## src/rtl/conv_egress.sv

```systemverilog
// Egress stage for the convolution pipeline: frames result beats into AXI-Stream
// (tuser = start of frame, tlast = end of line) through a small in-order FIFO.
package conv_pkg;
    typedef logic [7:0] pixel_t;
    typedef struct packed {
        logic w2;
        logic w1;
        logic e2;
        logic e1;
        logic n2;
        logic n1;
        logic s2;
        logic s1;
    } kernel_pos_t;
endpackage

module conv_egress #(
    parameter int unsigned DEPTH = 4
) (
    input  logic                  clk,
    input  logic                  arst_n,
    input  logic                  res_vld_i,
    input  conv_pkg::pixel_t      res_data_i,
    input  conv_pkg::kernel_pos_t res_pos_i,
    output logic                  res_rdy_o,
    output logic                  m_tvalid_o,
    output conv_pkg::pixel_t      m_tdata_o,
    output logic                  m_tuser_o,
    output logic                  m_tlast_o,
    input  logic                  m_tready_i,
    output logic                  frame_done_o,
    output logic                  err_o
);
    localparam int unsigned AW = $clog2(DEPTH);
    localparam int unsigned CW = AW + 1;

    typedef enum logic {StIdle, StActive} state_e;

    state_e                state_q, state_d;
    logic                  err_q, err_d;
    logic [AW-1:0]         wr_ptr_q, wr_ptr_d;
    logic [AW-1:0]         rd_ptr_q, rd_ptr_d;
    logic [CW-1:0]         count_q, count_d;
    conv_pkg::pixel_t      data_q [DEPTH];
    conv_pkg::pixel_t      data_d [DEPTH];
    logic [DEPTH-1:0]      sof_q, sof_d;
    logic [DEPTH-1:0]      eol_q, eol_d;
    logic [DEPTH-1:0]      eof_q, eof_d;

    logic sof, eol, eof;
    logic full, empty;
    logic accept, push, pop;
    logic unused_pos;

    assign sof = res_pos_i.n2 & res_pos_i.w2;
    assign eol = res_pos_i.e2;
    assign eof = res_pos_i.s2 & res_pos_i.e2;
    assign unused_pos = ^{res_pos_i.w1, res_pos_i.e1, res_pos_i.n1, res_pos_i.s1};

    // Ready is a function of occupancy only, so m_tready_i never reaches res_rdy_o.
    assign full   = (count_q == CW'(DEPTH));
    assign empty  = (count_q == '0);
    assign accept = res_vld_i & ~full;
    assign pop    = ~empty & m_tready_i;

    always_comb begin
        state_d = state_q;
        err_d   = err_q;
        push    = 1'b0;
        if (accept) begin
            unique case (state_q)
                StIdle: begin
                    if (sof) begin
                        push = 1'b1;
                        if (!eof) state_d = StActive;
                    end else begin
                        err_d = 1'b1;
                    end
                end
                StActive: begin
                    push = 1'b1;
                    if (sof) err_d = 1'b1;
                    if (eof) state_d = StIdle;
                end
            endcase
        end
    end

    always_comb begin
        data_d   = data_q;
        sof_d    = sof_q;
        eol_d    = eol_q;
        eof_d    = eof_q;
        wr_ptr_d = wr_ptr_q;
        rd_ptr_d = rd_ptr_q;
        if (push) begin
            data_d[wr_ptr_q] = res_data_i;
            sof_d[wr_ptr_q]  = sof;
            eol_d[wr_ptr_q]  = eol;
            eof_d[wr_ptr_q]  = eof;
            wr_ptr_d         = wr_ptr_q + AW'(1);
        end
        if (pop) begin
            rd_ptr_d = rd_ptr_q + AW'(1);
        end
        count_d = count_q + CW'(push) - CW'(pop);
    end

    always_ff @(posedge clk or negedge arst_n) begin
        if (!arst_n) begin
            state_q  <= StIdle;
            err_q    <= 1'b0;
            wr_ptr_q <= '0;
            rd_ptr_q <= '0;
            count_q  <= '0;
            data_q   <= '{default: '0};
            sof_q    <= '0;
            eol_q    <= '0;
            eof_q    <= '0;
        end else begin
            state_q  <= state_d;
            err_q    <= err_d;
            wr_ptr_q <= wr_ptr_d;
            rd_ptr_q <= rd_ptr_d;
            count_q  <= count_d;
            data_q   <= data_d;
            sof_q    <= sof_d;
            eol_q    <= eol_d;
            eof_q    <= eof_d;
        end
    end

    assign res_rdy_o    = ~full;
    assign m_tvalid_o   = ~empty;
    assign m_tdata_o    = data_q[rd_ptr_q];
    assign m_tuser_o    = sof_q[rd_ptr_q];
    assign m_tlast_o    = eol_q[rd_ptr_q];
    assign frame_done_o = pop & eof_q[rd_ptr_q];
    assign err_o        = err_q;
endmodule

```

## config.mk

```make
export PLATFORM = sky130hd
export DESIGN_NAME = conv_egress
export DESIGN_NICKNAME = d
export VERILOG_FILES = /design/src/rtl/conv_egress.sv
export SDC_FILE = /design/constraint.sdc
export NUM_CORES = 1
export LEC_CHECK = 0
export BUFFER_PORTS_ARGS = -buffer_cell sky130_fd_sc_hd__buf_2
export CORE_MARGIN = 8
export CORE_UTILIZATION = 40
export DETAILED_ROUTE_END_ITERATION = 6
export PLACE_DENSITY = 0.58
export SLEW_MARGIN = 10
export SYNTH_ARGS = -nofsm -noshare
export SYNTH_HDL_FRONTEND = slang
export SYNTH_SLANG_ARGS = --single-unit
export TNS_END_PERCENT = 5
```

## constraint.sdc

```tcl
create_clock -name clk -period 2.6 [get_ports clk]
set_clock_uncertainty 0.05 [all_clocks]
set_input_delay 0 -clock clk [delete_from_list [all_inputs] [get_ports clk]]
set_output_delay 0 -clock clk [all_outputs]
set_load 0.05 [all_outputs]
```

## Word level (Yosys, flattened, before mapping)

Index checks and enable logic that the tools add are counted.

| storage, ports and cells | value |
|---|---|
| logic and storage cells | 65 |
| register bits after elaboration | 53 |
| bits in writable memories | 0 |
| ROM bits | 0 |
| bits in latches | 0 |
| output and inout port bits | 14 |
| memories kept | 0 |

| operators by class | value |
|---|---|
| divide/modulo/power cells | 0 |
| add/subtract/negate cells | 4 |
| bitwise operators | 10 |
| muxes and demuxes | 26 |
| magnitude comparators | 6 |
| multipliers | 0 |
| shift operators | 0 |
| reductions and logical operators | 4 |
| equality and inequality tests | 3 |

Operators by type and width:

| kind | number |
|---|---|
| 32-bit bitwise mux | 1 |
| 8-bit two-way mux | 3 |
| 8-bit binary-select mux with 2-bit select | 1 |
| 8-bit demux with 2-bit select | 1 |
| 4-bit bitwise mux | 3 |
| 1-bit two-way mux | 10 |
| 1-bit binary-select mux with 2-bit select | 3 |
| 3-bit greater-or-equal comparator (second input constant) | 2 |
| 2-bit by 3-bit < comparator with 1-bit output (second input constant) | 2 |
| 2-bit inverter with 3-bit output | 2 |
| 1-bit case mux with 2 select lines | 3 |
| 1-bit bitwise AND | 5 |
| 2-bit by 1-bit adder with 2-bit output (second input constant) | 2 |
| 3-bit by 1-bit adder with 3-bit output | 1 |
| 3-bit equality test (second input constant) | 1 |
| 3-bit zero test | 1 |
| 3-bit by 1-bit < comparator with 1-bit output (second input constant) | 1 |
| 1-bit inverter | 3 |
| 3-bit AND reduction | 1 |
| 3-bit by 1-bit subtractor with 3-bit output | 1 |
| 1-bit demux with 2-bit select | 1 |
| 2-bit by 1-bit greater-or-equal comparator with 1-bit output (second input constant) | 1 |
| 1-bit logical AND | 2 |
| 2-bit by 1-bit != test with 1-bit output (second input constant) | 1 |
| 2-bit != test (second input constant) | 1 |

## Longest topological paths before layout

Gate-level depths: netlist (run 1).

| logic depth | value |
|---|---|
| depth after elaboration | 6 |
| mapped depth | 12 |
| depth with buffers taken out | 12 |

## Worst setup path after synthesis (run 1)

No wires, ideal clock.

| timing path | value |
|---|---|
| path kind | register -> register |
| start | register count_q[0] |
| end | register count_q[2] |
| data required time | 2.427 ns |
| library setup time | 0.123 ns |
| arrival | 2.125 ns |
| stages on the path, launching flop included | 11 |
| clock period less this slack | 2.298 ns |
| slack | 0.302 ns |
| cells stage by stage | dfrtp_1 > or3b_1 > buf_6 > and2_2 > inv_1 > ha_1 > inv_1 > ha_1 > fa_1 > xnor2_1 > xnor2_1 |

| between the ends | value |
|---|---|
| word-level cells in the longest chain between the ends | 6 |
| elaborated cells on any way between the ends | 9 |
| classes of those cells | add/sub (2); eq/ne (1); mux (1); bitwise (4); reduce/logical (1) |

Ends and longest elaborated chain:

| what | line | source |
|---|---|---|
| start, declared | 43 | `logic [CW-1:0] count_q, count_d;` |
| start signal, assigned | 125 | `count_q <= count_d;` |
| 3-bit equality test | 61 | `assign full = (count_q == CW'(DEPTH));` |
| 1-bit inverter | -- |  |
| via res_rdy_o | 25 | `output logic res_rdy_o,` |
| 1-bit bitwise AND | 63 | `assign accept = res_vld_i & ~full;` |
| 1-bit two-way mux | 70 | `if (accept) begin` |
| 3-bit by 1-bit adder with 3-bit output | 106 | `count_d = count_q + CW'(push) - CW'(pop);` |
| 3-bit by 1-bit subtractor with 3-bit output | 106 |  |
| via count_d[2] | 43 |  |

The timed path passes the listed nets, and every way through them passes these cells.
A chain may end at the register's enable or synchronous reset.

## Worst setup path after layout (run 1)

| timing path | value |
|---|---|
| start | register state_q |
| end | register count_q[2] |

| between the ends | value |
|---|---|
| word-level cells in the longest chain between the ends | 5 |

Ends and longest elaborated chain:

| what | line | source |
|---|---|---|
| start, declared | 39 | `state_e state_q, state_d;` |
| start signal, assigned | 111 | `state_q <= StIdle;` |
| start signal, assigned | 121 | `state_q <= state_d;` |
| 1-bit inverter | -- |  |
| 1-bit case mux with 2 select lines * | 71 | `unique case (state_q)` |
| 1-bit two-way mux * | 70 |  |
| 3-bit by 1-bit adder with 3-bit output * | 106 |  |
| 3-bit by 1-bit subtractor with 3-bit output * | 106 |  |
| via count_d[2] | 43 |  |

The timed path passes the listed nets; every way through them passes the cells marked *.

==> impl_metrics.env, run 1 <==
export IMPL_drive_above_1_share_pct=51.2
export IMPL_clkSinkCount=53
export IMPL_hold_viol=0
export IMPL_areaGrowthSynthToFinish_pct=15.0
export IMPL_antenna_left=0
export IMPL_grt_max_degree=28
export IMPL_leakage_nw=1.37
export IMPL_post_synth_mux_area_share_pct=33.1
export IMPL_min_period_over_period_pct=92.4
export IMPL_drv_slew=0
export IMPL_post_cts_buffers=0
export IMPL_num_vias=1386
export IMPL_coreArea_sq_um=6310
export IMPL_timing_final_ws_setup_ps=197
export IMPL_crit_path_max_fanout=6
export IMPL_port_buffers=29
export IMPL_io_pins=34
export IMPL_root_buffer="clkbuf_8"
export IMPL_overflow=0
export IMPL_peakVddDrop_mv=0.795
export IMPL_max_slew_margin_pct=58.4
export IMPL_worstSkewPairLatency_ps=310
export IMPL_cts_buffers=5
export IMPL_syn_nets=183
export IMPL_required_ps=2780
export IMPL_final_cell_area_sq_um=2980
export IMPL_ys_types=26
export IMPL_worst_pin_slew_ps=624
export IMPL_outcome="complete, no violations"
export IMPL_worst_setup_path_end_kind="flop"
export IMPL_cap_violations=0
export IMPL_crit_path_start_kind="flop"
export IMPL_synth_compound_gate_area_share_pct=1.35
export IMPL_start_util_pct=41.0
export IMPL_wl_um=5000
export IMPL_die_h_um=96.4
export IMPL_dp_slack_ps=211
export IMPL_drt_iter0_drc=32
export IMPL_grt_pass1_vias=1597
export IMPL_drc=0
export IMPL_power_density_nw_per_um2=1370
export IMPL_critical_path_class="reg -> reg"
export IMPL_diodes=0
export IMPL_grt_pass1_wl_um=8090
export IMPL_max_freq_mhz=416
export IMPL_htree_levels=2
export IMPL_ys_seq_area_share_pct=51.2
export IMPL_final_cell_mix="53 x dfrtp_1, 30 x mux2_4, 29 x buf_2"
export IMPL_hold_class="in -> reg"
export IMPL_fin_crit_ps=2400
export IMPL_antenna_found_initial=0
export IMPL_firstDrtPassIters=4
export IMPL_place_area_sq_um=2780
export IMPL_dpl_hpwl_um=3430
export IMPL_synth_top_family_by_area="multiplexers"
export IMPL_gr_usage_all_layers_pct=11.6
export IMPL_power_total_w=0.00408
export IMPL_synth_avg_cell_area_sq_um=16.7
export IMPL_crit_arrival_ps=2590
export IMPL_synth_cells=155
export IMPL_die_area_sq_um=9300
export IMPL_die_w_um=96.4
export IMPL_netlist_area_sq_um=2590
export IMPL_synth_xor_area_share_pct=1.69
export IMPL_post_cts_resized=0
export IMPL_layout_commonest_cell="dfrtp_1"
export IMPL_gp_congestion=0.648
export IMPL_row_count=29
export IMPL_nNetsFinal=228
export IMPL_fill_cells=575
export IMPL_tns_ps=0
export IMPL_wl_per_cell_um=18.0
export IMPL_yosys_area_share_adder_pct=4.16
export IMPL_yosysWarnings=0
export IMPL_cts_tree="done"
export IMPL_ys_ff_latch=53
export IMPL_setup_viol=0
export IMPL_via_per_inst=4.99
export IMPL_synth_simple_area_share_pct=3.96
export IMPL_clkTransAtPathRegs_ps=90
export IMPL_clk_path_buf_depth=2
export IMPL_rsz0062_at_grt="no"
[area by class of cell]
class | instances | area [sq um] | share of cell area [%]
clock buffers | 6 | 72.6 | 2.44
clock inverters | 2 | 13.8 | 0.462
inverters | 8 | 30.0 | 1.01
multi-input cells | 87 | 1140 | 38.5
flip-flops and latches | 53 | 1330 | 44.6
well taps | 77 | 96.3 | 3.24
repair buffers | 45 | 293 | 9.84
[critical path, cell delays in order, from the launching register on]
cell and delay [ps]:
dfrtp_1 370, inv_1 50, ha_1 180, and2b_2 260, and2_2 180, inv_1 50, ha_1 260, inv_1 40
ha_1 180, fa_1 370, xnor2_1 180, xnor2_1 150
[power breakdown]
part           leakage [nW]  internal [W]  switching, W
clock                0.0456      0.000192      0.000270
sequential            0.639       0.00123      0.000290
combinational         0.684      0.000990       0.00111
total                  1.37       0.00241       0.00167
[metrics by stage]
stage / hold slack (ps) / instances / util, %
2_1_floorplan: -346 / 155 / -
4_1_cts: 15.6 / 278 / 47.1
6_report: 20.4 / 278 / 47.1
3_3_place_gp: -31.5 / 259 / 44.0
5_1_grt: 35.1 / 278 / 47.1
3_5_place_dp: -17.7 / 259 / 44.0
[kinds of logic (layout without fill, tap and decap cells)]
family | Yosys count | after routing
DFF | 53 | 53
xor gates and xnor gates | 5 | 5
buffers and inverters | 15 | 61
AOI/OAI and AO/OA | 5 | 5
adders and majority gates | 8 | 8
muxes | 55 | 55
and+or+nand+nor | 14 | 14
[worst paths after layout]
check                               startpoint                 endpoint  slack [ps]  depth (start not counted)
setup reg to reg           state_q$_DFFE_PN0P_     count_q[2]$_DFF_PN0_         200                         11
hold / removal                      m_tready_i  rd_ptr_q[0]$_DFFE_PN0P_          20                          3
max in group asynchronous               arst_n  wr_ptr_q[1]$_DFFE_PN0P_        1700                          3
setup / recovery           state_q$_DFFE_PN0P_     count_q[2]$_DFF_PN0_         200                         11
min in group asynchronous               arst_n   data_q[29]$_DFFE_PN0P_         180                          2
hold reg to reg              err_o$_DFFE_PN0P_        err_o$_DFFE_PN0P_         430                          1
[registers in the layout (all words and copies together), names as in the netlist]
register,cells
data_q,32
eof_q,4
eol_q,4
sof_q,4
count_q,3
rd_ptr_q,2
wr_ptr_q,2
err_o,1
state_q,1
[synth_stat cells]
cell type | number | share of area (%)
dfrtp_1 | 53 | 51
mux2_4 | 30 | 17
mux2_2 | 14 | 6.1
mux4_2 | 11 | 9.6
inv_1 | 8 | 1.2
ha_1 | 7 | 3.4
xnor2_1 | 4 | 1.4
and2_1 | 3 | 0.73
and3_4 | 3 | 1.3
buf_12 | 3 | 2.3
a31oi_1 | 2 | 0.48
nand2_1 | 2 | 0.29
nand3_1 | 2 | 0.39
and2_2 | 1 | 0.29
and2b_2 | 1 | 0.34
buf_1 | 1 | 0.14
buf_2 | 1 | 0.19
buf_4 | 1 | 0.29
buf_6 | 1 | 0.43
fa_1 | 1 | 0.77
o21ai_0 | 1 | 0.19
o21bai_1 | 1 | 0.29
o31a_2 | 1 | 0.39
or3_2 | 1 | 0.29
or3b_1 | 1 | 0.34
xor2_1 | 1 | 0.34
[metal layers]
layer,vias up,GRT usage (%),wire [um]
li1,639,-,-
met2,22,19.1,2460
met3,8,2.94,208
met4,0,4.54,80
met5,-,0,0
met1,717,14.3,2250
[repair_timing]
action	CTS	global route
endpoints found under the setup margin	0	0
hold endpoints to repair	63	0
hold buffers	11	0
Power figures use the tool's default switching activity.
==> inputs of run 2 (changes only) <==
Settings changed: ABC_AREA set to 1, PLACE_DENSITY 0.58 to 0.7.
==> run 2 against run 1 <==
Net effect: critical path depth fell by 4; maximum frequency rose by 10%; sequential cell count did not move; sequential share of layout area fell by 1.1 points; clock power fell by 4%; routed wire length rose by 39%; combinational power rose by 7%; via count rose by 69%.
==> impl_metrics.env, run 2 <==
export IMPL_min_period_over_period_pct=83.9
export IMPL_largest_register_ffs=32
export IMPL_drc=0
export IMPL_hold_ws_ps=34.8
export IMPL_max_freq_mhz=458
export IMPL_cts_tree="done"
export IMPL_die_area_sq_um=9600
export IMPL_regMostFlops="data_q"
export IMPL_nNetsFinal=380
export IMPL_htree_levels=2
export IMPL_p_int_w=0.00200
export IMPL_worst_pin_slew_ps=694
export IMPL_switching_power_w=0.00211
export IMPL_post_cts_buffers=0
export IMPL_synth_top_cell_by_area="dfrtp_1"
export IMPL_worstSkewPairLatency_ps=300
export IMPL_grt_pass1_vias=2239
export IMPL_worst_setup_path_end_kind="flop"
export IMPL_worstHoldEndpoint="state_q$_DFFE_PN0P_"
export IMPL_dpl_hpwl_um=4280
export IMPL_wl_per_cell_um=16.1
export IMPL_syn_nets=344
export IMPL_coreArea_sq_um=6640
export IMPL_yosysWarnings=0
export IMPL_root_buffer="clkbuf_8"
export IMPL_clock_power_share_pct=10.8
export IMPL_row_count=30
export IMPL_drive_above_1_share_pct=14.2
export IMPL_cts_hold_buf=12
export IMPL_antenna_found_initial=0
export IMPL_clkSinkCount=53
export IMPL_port_buffers=29
export IMPL_via_per_inst=5.41
export IMPL_sw_frac_of_total_pct=51.3
export IMPL_layout_commonest_cell="nand2_1"
export IMPL_synth_most_common_cell="nand2_1"
export IMPL_synth_edf_count=0
export IMPL_netlist_area_sq_um=2690
export IMPL_synth_area_leaders="dfrtp_1 49%, nand2_1 14%, nand4_1 11%"
export IMPL_required_ps=2740
export IMPL_power_total_w=0.00411
export IMPL_crit_path_max_fanout=48
export IMPL_antenna_left=0
export IMPL_hold_class="in -> reg"
export IMPL_worst_r2r_endpoint="eol_q[0]$_DFFE_PN0P_"
export IMPL_peakVddDrop_mv=0.726
export IMPL_die_w_um=98.0
export IMPL_drt_iter0_drc=168
export IMPL_synth_top_area_share_pct=49.3
export IMPL_grt_pass1_wl_um=11400
export IMPL_setup_viol=0
export IMPL_fin_crit_ps=2180
export IMPL_synth_cells=316
export IMPL_crit_arrival_ps=2330
export IMPL_clkTransAtPathRegs_ps=90
export IMPL_hp_start="res_pos_i[1]"
export IMPL_io_pins=34
export IMPL_die_h_um=98.0
export IMPL_synth_ff_type="dfrtp_1"
export IMPL_gp_congestion=0.772
export IMPL_critical_path_class="reg -> reg"
export IMPL_tns_ps=0
export IMPL_num_vias=2341
export IMPL_outcome="complete, no violations"
export IMPL_drv_slew=0
export IMPL_layout_cells_non_filler=433
export IMPL_clk_path_buf_depth=2
export IMPL_ys_types=22
export IMPL_final_cell_mix="101 x nand2_1, 53 x dfrtp_1, 48 x nand4_1"
export IMPL_wl_um=6970
export IMPL_cap_violations=0
export IMPL_ys_ff_latch=53
export IMPL_firstDrtPassIters=4
export IMPL_post_place_cells=413
export IMPL_power_share_sequential_pct=34.8
export IMPL_rr_startpoint="state_q$_DFFE_PN0P_"
export IMPL_start_util_pct=40.5
export IMPL_max_slew_margin_pct=53.6
export IMPL_synth_avg_cell_area_sq_um=8.51
export IMPL_yosys_top_cells_count="101 x nand2_1, 53 x dfrtp_1, 48 x nand4_1"
export IMPL_reg2regPathDepth=7
export IMPL_power_density_nw_per_um2=1350
export IMPL_hold_viol=0
export IMPL_rsz0062_at_grt="no"
export IMPL_gr_usage_all_layers_pct=14.9
export IMPL_post_cts_resized=0
export IMPL_cts_buffers=5
export IMPL_crit_path_start_kind="flop"
export IMPL_areaGrowthSynthToFinish_pct=13.5
export IMPL_reg2reg_slack_ps=420
export IMPL_leakage_nw=1.57
export IMPL_holdPathStages=4
export IMPL_grt_max_degree=49
export IMPL_async_reset_ff_share_pct=100
export IMPL_pwr_share_comb_pct=54.4
export IMPL_ys_seq_area_share_pct=49.3
export IMPL_overflow=0
export IMPL_diodes=0
[run 2: cell count changes in the layout (fill, tap and decap cells not counted), sizes merged, moves of 3 or more]
cell and delta:
nand2 +99, xnor2 -3, and3 -3, a21oi +3
and2 -4, mux4 -11, mux2 -44, buf +6
o21ai +23, o22ai +10, inv +5, nor2 +27
nand4 +48
[run 2: worst max-delay path by stage]
stage | cells past startpoint | to | slack (ps) | from
after floorplan | 9 | count_q[2]$_DFF_PN0_ | 270 | count_q[0]$_DFF_PN0_
final | 7 | eol_q[0]$_DFFE_PN0P_ | 420 | state_q$_DFFE_PN0P_
after CTS | 7 | data_q[28]$_DFFE_PN0P_ | 420 | state_q$_DFFE_PN0P_
after detailed placement | 7 | eol_q[0]$_DFFE_PN0P_ | 440 | state_q$_DFFE_PN0P_
after global routing | 7 | eol_q[0]$_DFFE_PN0P_ | 220 | state_q$_DFFE_PN0P_
after global placement | 7 | data_q[26]$_DFFE_PN0P_ | 480 | state_q$_DFFE_PN0P_
[run 2: power groups by stage]
stage	sequential [W]	clock [W]	combinational [W]
6_report	0.00143	0.000444	0.00224
5_1_grt	0.00147	0.000490	0.00245
3_3_place_gp	0.00142	0	0.00220
2_1_floorplan	0.00137	0	0.00176
4_1_cts	0.00143	0.000464	0.00225
3_5_place_dp	0.00144	0	0.00223
[run 2: area by class of cell]
type,instances,area [sq um]
sequential,53,1330
timing repair buffer,52,348
clock inverter,2,10.0
clock buffer,6,72.6
inverter,14,52.6
tap,80,100
multi-input combinational,226,1140
fill,650,3590
[run 2: kinds of logic after synthesis]
family	after synthesis	share of synthesized area, %
xor gates and xnor gates	3	0.977
DFF	53	49.3
adders and majority gates	8	4.00
AOI/OAI and AO/OA	38	8.05
buffers and inverters	37	8.14
and+or+nand+nor	177	29.5
[run 2: critical path, stage by stage (launching register included)]
cell and delay [ps]:
dfrtp_1 330, inv_1 50, ha_1 200, inv_1 70, buf_4 410, nand4_1 640
nand2_1 240, nand2_1 80
[run 2: routing by layer]
layer | track usage (%) | share of wire, % | vias up
li1 | - | - | 1140
met1 | 20.0 | 44 | 1102
met2 | 24.0 | 47 | 97
met3 | 2.28 | 8.4 | 2
met4 | 4.44 | 0.70 | 0
met5 | 0 | 0 | -
[run 2: through the flow]
| stage | cell area (sq um) | utilization, % | setup slack (ps) |
|---|---|---|---|
| floorplan | 2690 | - | 268 |
| global placement | 2850 | 42.9 | 478 |
| detailed placement | 2850 | 42.9 | 437 |
| CTS | 3050 | 46.0 | 419 |
| global route | 3050 | 46.0 | 216 |
| finish | 3050 | 46.0 | 418 |
==> inputs of run 3 (changes only) <==
Settings changed: PLACE_DENSITY 0.7 to 0.72.
Clock period 2.6 ns to 1.8 ns, I/O delays scaled along.
==> run 3 against run 2 <==
Net effect: the flow now finishes with violations (negative setup slack); total power grew 51%; highest routed layer unchanged; largest cell class unchanged; register-to-register slack lost 470 ps; critical path depth grew 2; non-clock buffer count grew 10; largest power group unchanged; sequential power grew 41%; critical endpoint is now count_q[2]$_DFF_PN0_.
==> impl_metrics.env, run 3 (synthesis gave the netlist of run 2 again) <==
export IMPL_clock_power_share_pct=11.2
export IMPL_rsz0062_at_grt="yes"
export IMPL_via_per_inst=5.49
export IMPL_regMostFlops="data_q"
export IMPL_multiInputGateArea_sq_um=1190
export IMPL_post_cts_buffers=0
export IMPL_timing_final_ws_setup_ps=-54.8
export IMPL_num_vias=2434
export IMPL_cts_tree="done"
export IMPL_grt_max_degree=49
export IMPL_post_place_cells=424
export IMPL_reg2regPathDepth=9
export IMPL_reg2reg_slack_ps=-50
export IMPL_drc=0
export IMPL_die_area_sq_um=9600
export IMPL_row_count=30
export IMPL_layout_commonest_cell="nand2_1"
export IMPL_worst_r2r_endpoint="count_q[2]$_DFF_PN0_"
export IMPL_worst_pin_slew_ps=504
export IMPL_worstPathCellList="nor2_4, nand2_4, nand2_4, inv_4, ha_4, inv_2, ha_4, fa_2, xor2_1"
export IMPL_max_slew_margin_pct=66.4
export IMPL_fill_cells=628
export IMPL_firstDrtPassIters=4
export IMPL_nNetsFinal=390
export IMPL_crit_path_max_fanout=3
export IMPL_setup_viol=2
export IMPL_final_cell_mix="98 x nand2_1, 53 x dfrtp_1, 48 x nand4_1"
export IMPL_cts_buffers=5
export IMPL_drv_slew=0
export IMPL_clkSinkCount=53
export IMPL_clk_path_buf_depth=2
export IMPL_max_freq_mhz=539
export IMPL_grt_pass1_wl_um=11400
export IMPL_p_int_w=0.00306
export IMPL_drive_above_1_share_pct=19.3
export IMPL_hp_start="res_pos_i[7]"
export IMPL_required_ps=1950
export IMPL_register_area_sq_um=1330
export IMPL_fin_util_pct=48.1
export IMPL_critical_path_class="reg -> reg"
export IMPL_antenna_left=0
export IMPL_layout_cells_non_filler=443
export IMPL_gr_usage_all_layers_pct=14.5
export IMPL_overflow=0
export IMPL_hold_class="in -> reg"
export IMPL_die_w_um=98.0
export IMPL_crit_path_start_kind="flop"
export IMPL_largest_register_ffs=32
export IMPL_violations="negative setup slack"
export IMPL_drt_iter0_drc=226
export IMPL_die_h_um=98.0
export IMPL_peakVddDrop_mv=0.822
export IMPL_critPathSlowestCell="dfrtp_1"
export IMPL_start_util_pct=40.5
export IMPL_coreArea_sq_um=6640
export IMPL_areaGrowthSynthToFinish_pct=18.8
export IMPL_leakage_nw=1.63
export IMPL_cap_violations=0
export IMPL_wl_um=6880
export IMPL_gp_congestion=0.825
export IMPL_min_period_over_period_pct=103
export IMPL_port_buffers=29
export IMPL_hold_viol=0
export IMPL_htree_levels=2
export IMPL_max_stage_delay_ps=420
export IMPL_power_density_nw_per_um2=1940
export IMPL_wl_per_cell_um=15.5
export IMPL_sw_frac_of_total_pct=50.7
export IMPL_worst_setup_path_end_kind="flop"
export IMPL_pwr_share_comb_pct=56.3
export IMPL_power_share_sequential_pct=32.5
export IMPL_grt_pass1_vias=2311
export IMPL_outcome="complete, but fails checks"
export IMPL_dpl_hpwl_um=4470
export IMPL_root_buffer="clkbuf_8"
export IMPL_final_cell_area_sq_um=3190
export IMPL_clkTransAtPathRegs_ps=90
export IMPL_switching_power_w=0.00314
export IMPL_rr_startpoint="count_q[1]$_DFF_PN0_"
export IMPL_power_total_w=0.00620
export IMPL_worstHoldEndpoint="err_o$_DFFE_PN0P_"
export IMPL_antenna_found_initial=0
export IMPL_io_pins=34
export IMPL_diodes=0
export IMPL_fin_crit_ps=1850
export IMPL_place_area_sq_um=2990
export IMPL_crit_arrival_ps=2000
export IMPL_holdPathStages=4
export IMPL_worstSkewPairLatency_ps=310
run 3: changes by cell type in the layout (fill, tap and decap cells not counted), moves of 2 or more:
| cell | delta |
|---|---|
| buf_4 | +10 |
| inv_1 | -2 |
| ha_1 | -2 |
| nand2_4 | +2 |
| nand2_1 | -3 |
| ha_4 | +2 |
run 3: critical path, delay by kind of cell (launching register included):
family	cells	cell delay, ps
XOR/XNOR	1	140
AND/OR/NAND/NOR	3	340
flip-flops	1	420
buffers and inverters	2	80
adder cells (fa/ha/maj)	3	720
run 3: power by group through the flow:
stage,registers [W],logic (W),clock network [W]
6_report,0.00202,0.00349,0.000692
2_1_floorplan,0.00198,0.00262,0
4_1_cts,0.00201,0.00351,0.000704
3_3_place_gp,0.00202,0.00343,0
3_5_place_dp,0.00204,0.00349,0
5_1_grt,0.00207,0.00382,0.000749
run 3: final cells by class:
| cell class | count | share of cell area (%) |
|---|---|---|
| multi-input cells | 226 | 37.2 |
| flip-flops and latches | 53 | 41.5 |
| inverters | 14 | 1.72 |
| clock buffers | 5 | 2.16 |
| well taps | 80 | 3.13 |
| repair buffers | 62 | 13.6 |
| clock inverters | 3 | 0.666 |
run 3: stage by stage:
step                TNS (ps)  hold slack (ps)  setup WS, ps
floorplan               -328             -346          -179
global placement       -34.8            -57.4         -32.2
detailed placement      -145            -50.1         -95.7
CTS                     -129             19.6         -78.8
global route           -2700             31.6          -135
finish                 -88.3             28.0         -54.8
run 3: worst max-delay path by stage:
stage / start / endpoint / slack (ps) / cells past startpoint
CTS: count_q[0]$_DFF_PN0_ / count_q[2]$_DFF_PN0_ / -80 / 9
finish: count_q[1]$_DFF_PN0_ / count_q[2]$_DFF_PN0_ / -50 / 9
floorplan: count_q[1]$_DFF_PN0_ / count_q[2]$_DFF_PN0_ / -180 / 9
global route: count_q[1]$_DFF_PN0_ / count_q[2]$_DFF_PN0_ / -140 / 9
detailed placement: count_q[1]$_DFF_PN0_ / count_q[2]$_DFF_PN0_ / -100 / 9
global placement: count_q[1]$_DFF_PN0_ / count_q[2]$_DFF_PN0_ / -30 / 9
run 3: routing by layer:
layer | global-route usage [%] | wire, um | up-vias
li1 | - | - | 1163
met1 | 19.3 | 2970 | 1168
met2 | 22.7 | 3250 | 92
met3 | 3.27 | 535 | 11
met4 | 4.80 | 118 | 0
met5 | 0 | 0 | -
run 3: what timing repair did:
action,CTS,global route
endpoints found under the hold margin,58,0
setup endpoints to repair,2,46
pin swaps,4,2
hold buffers,11,0
gates resized for setup,0,0
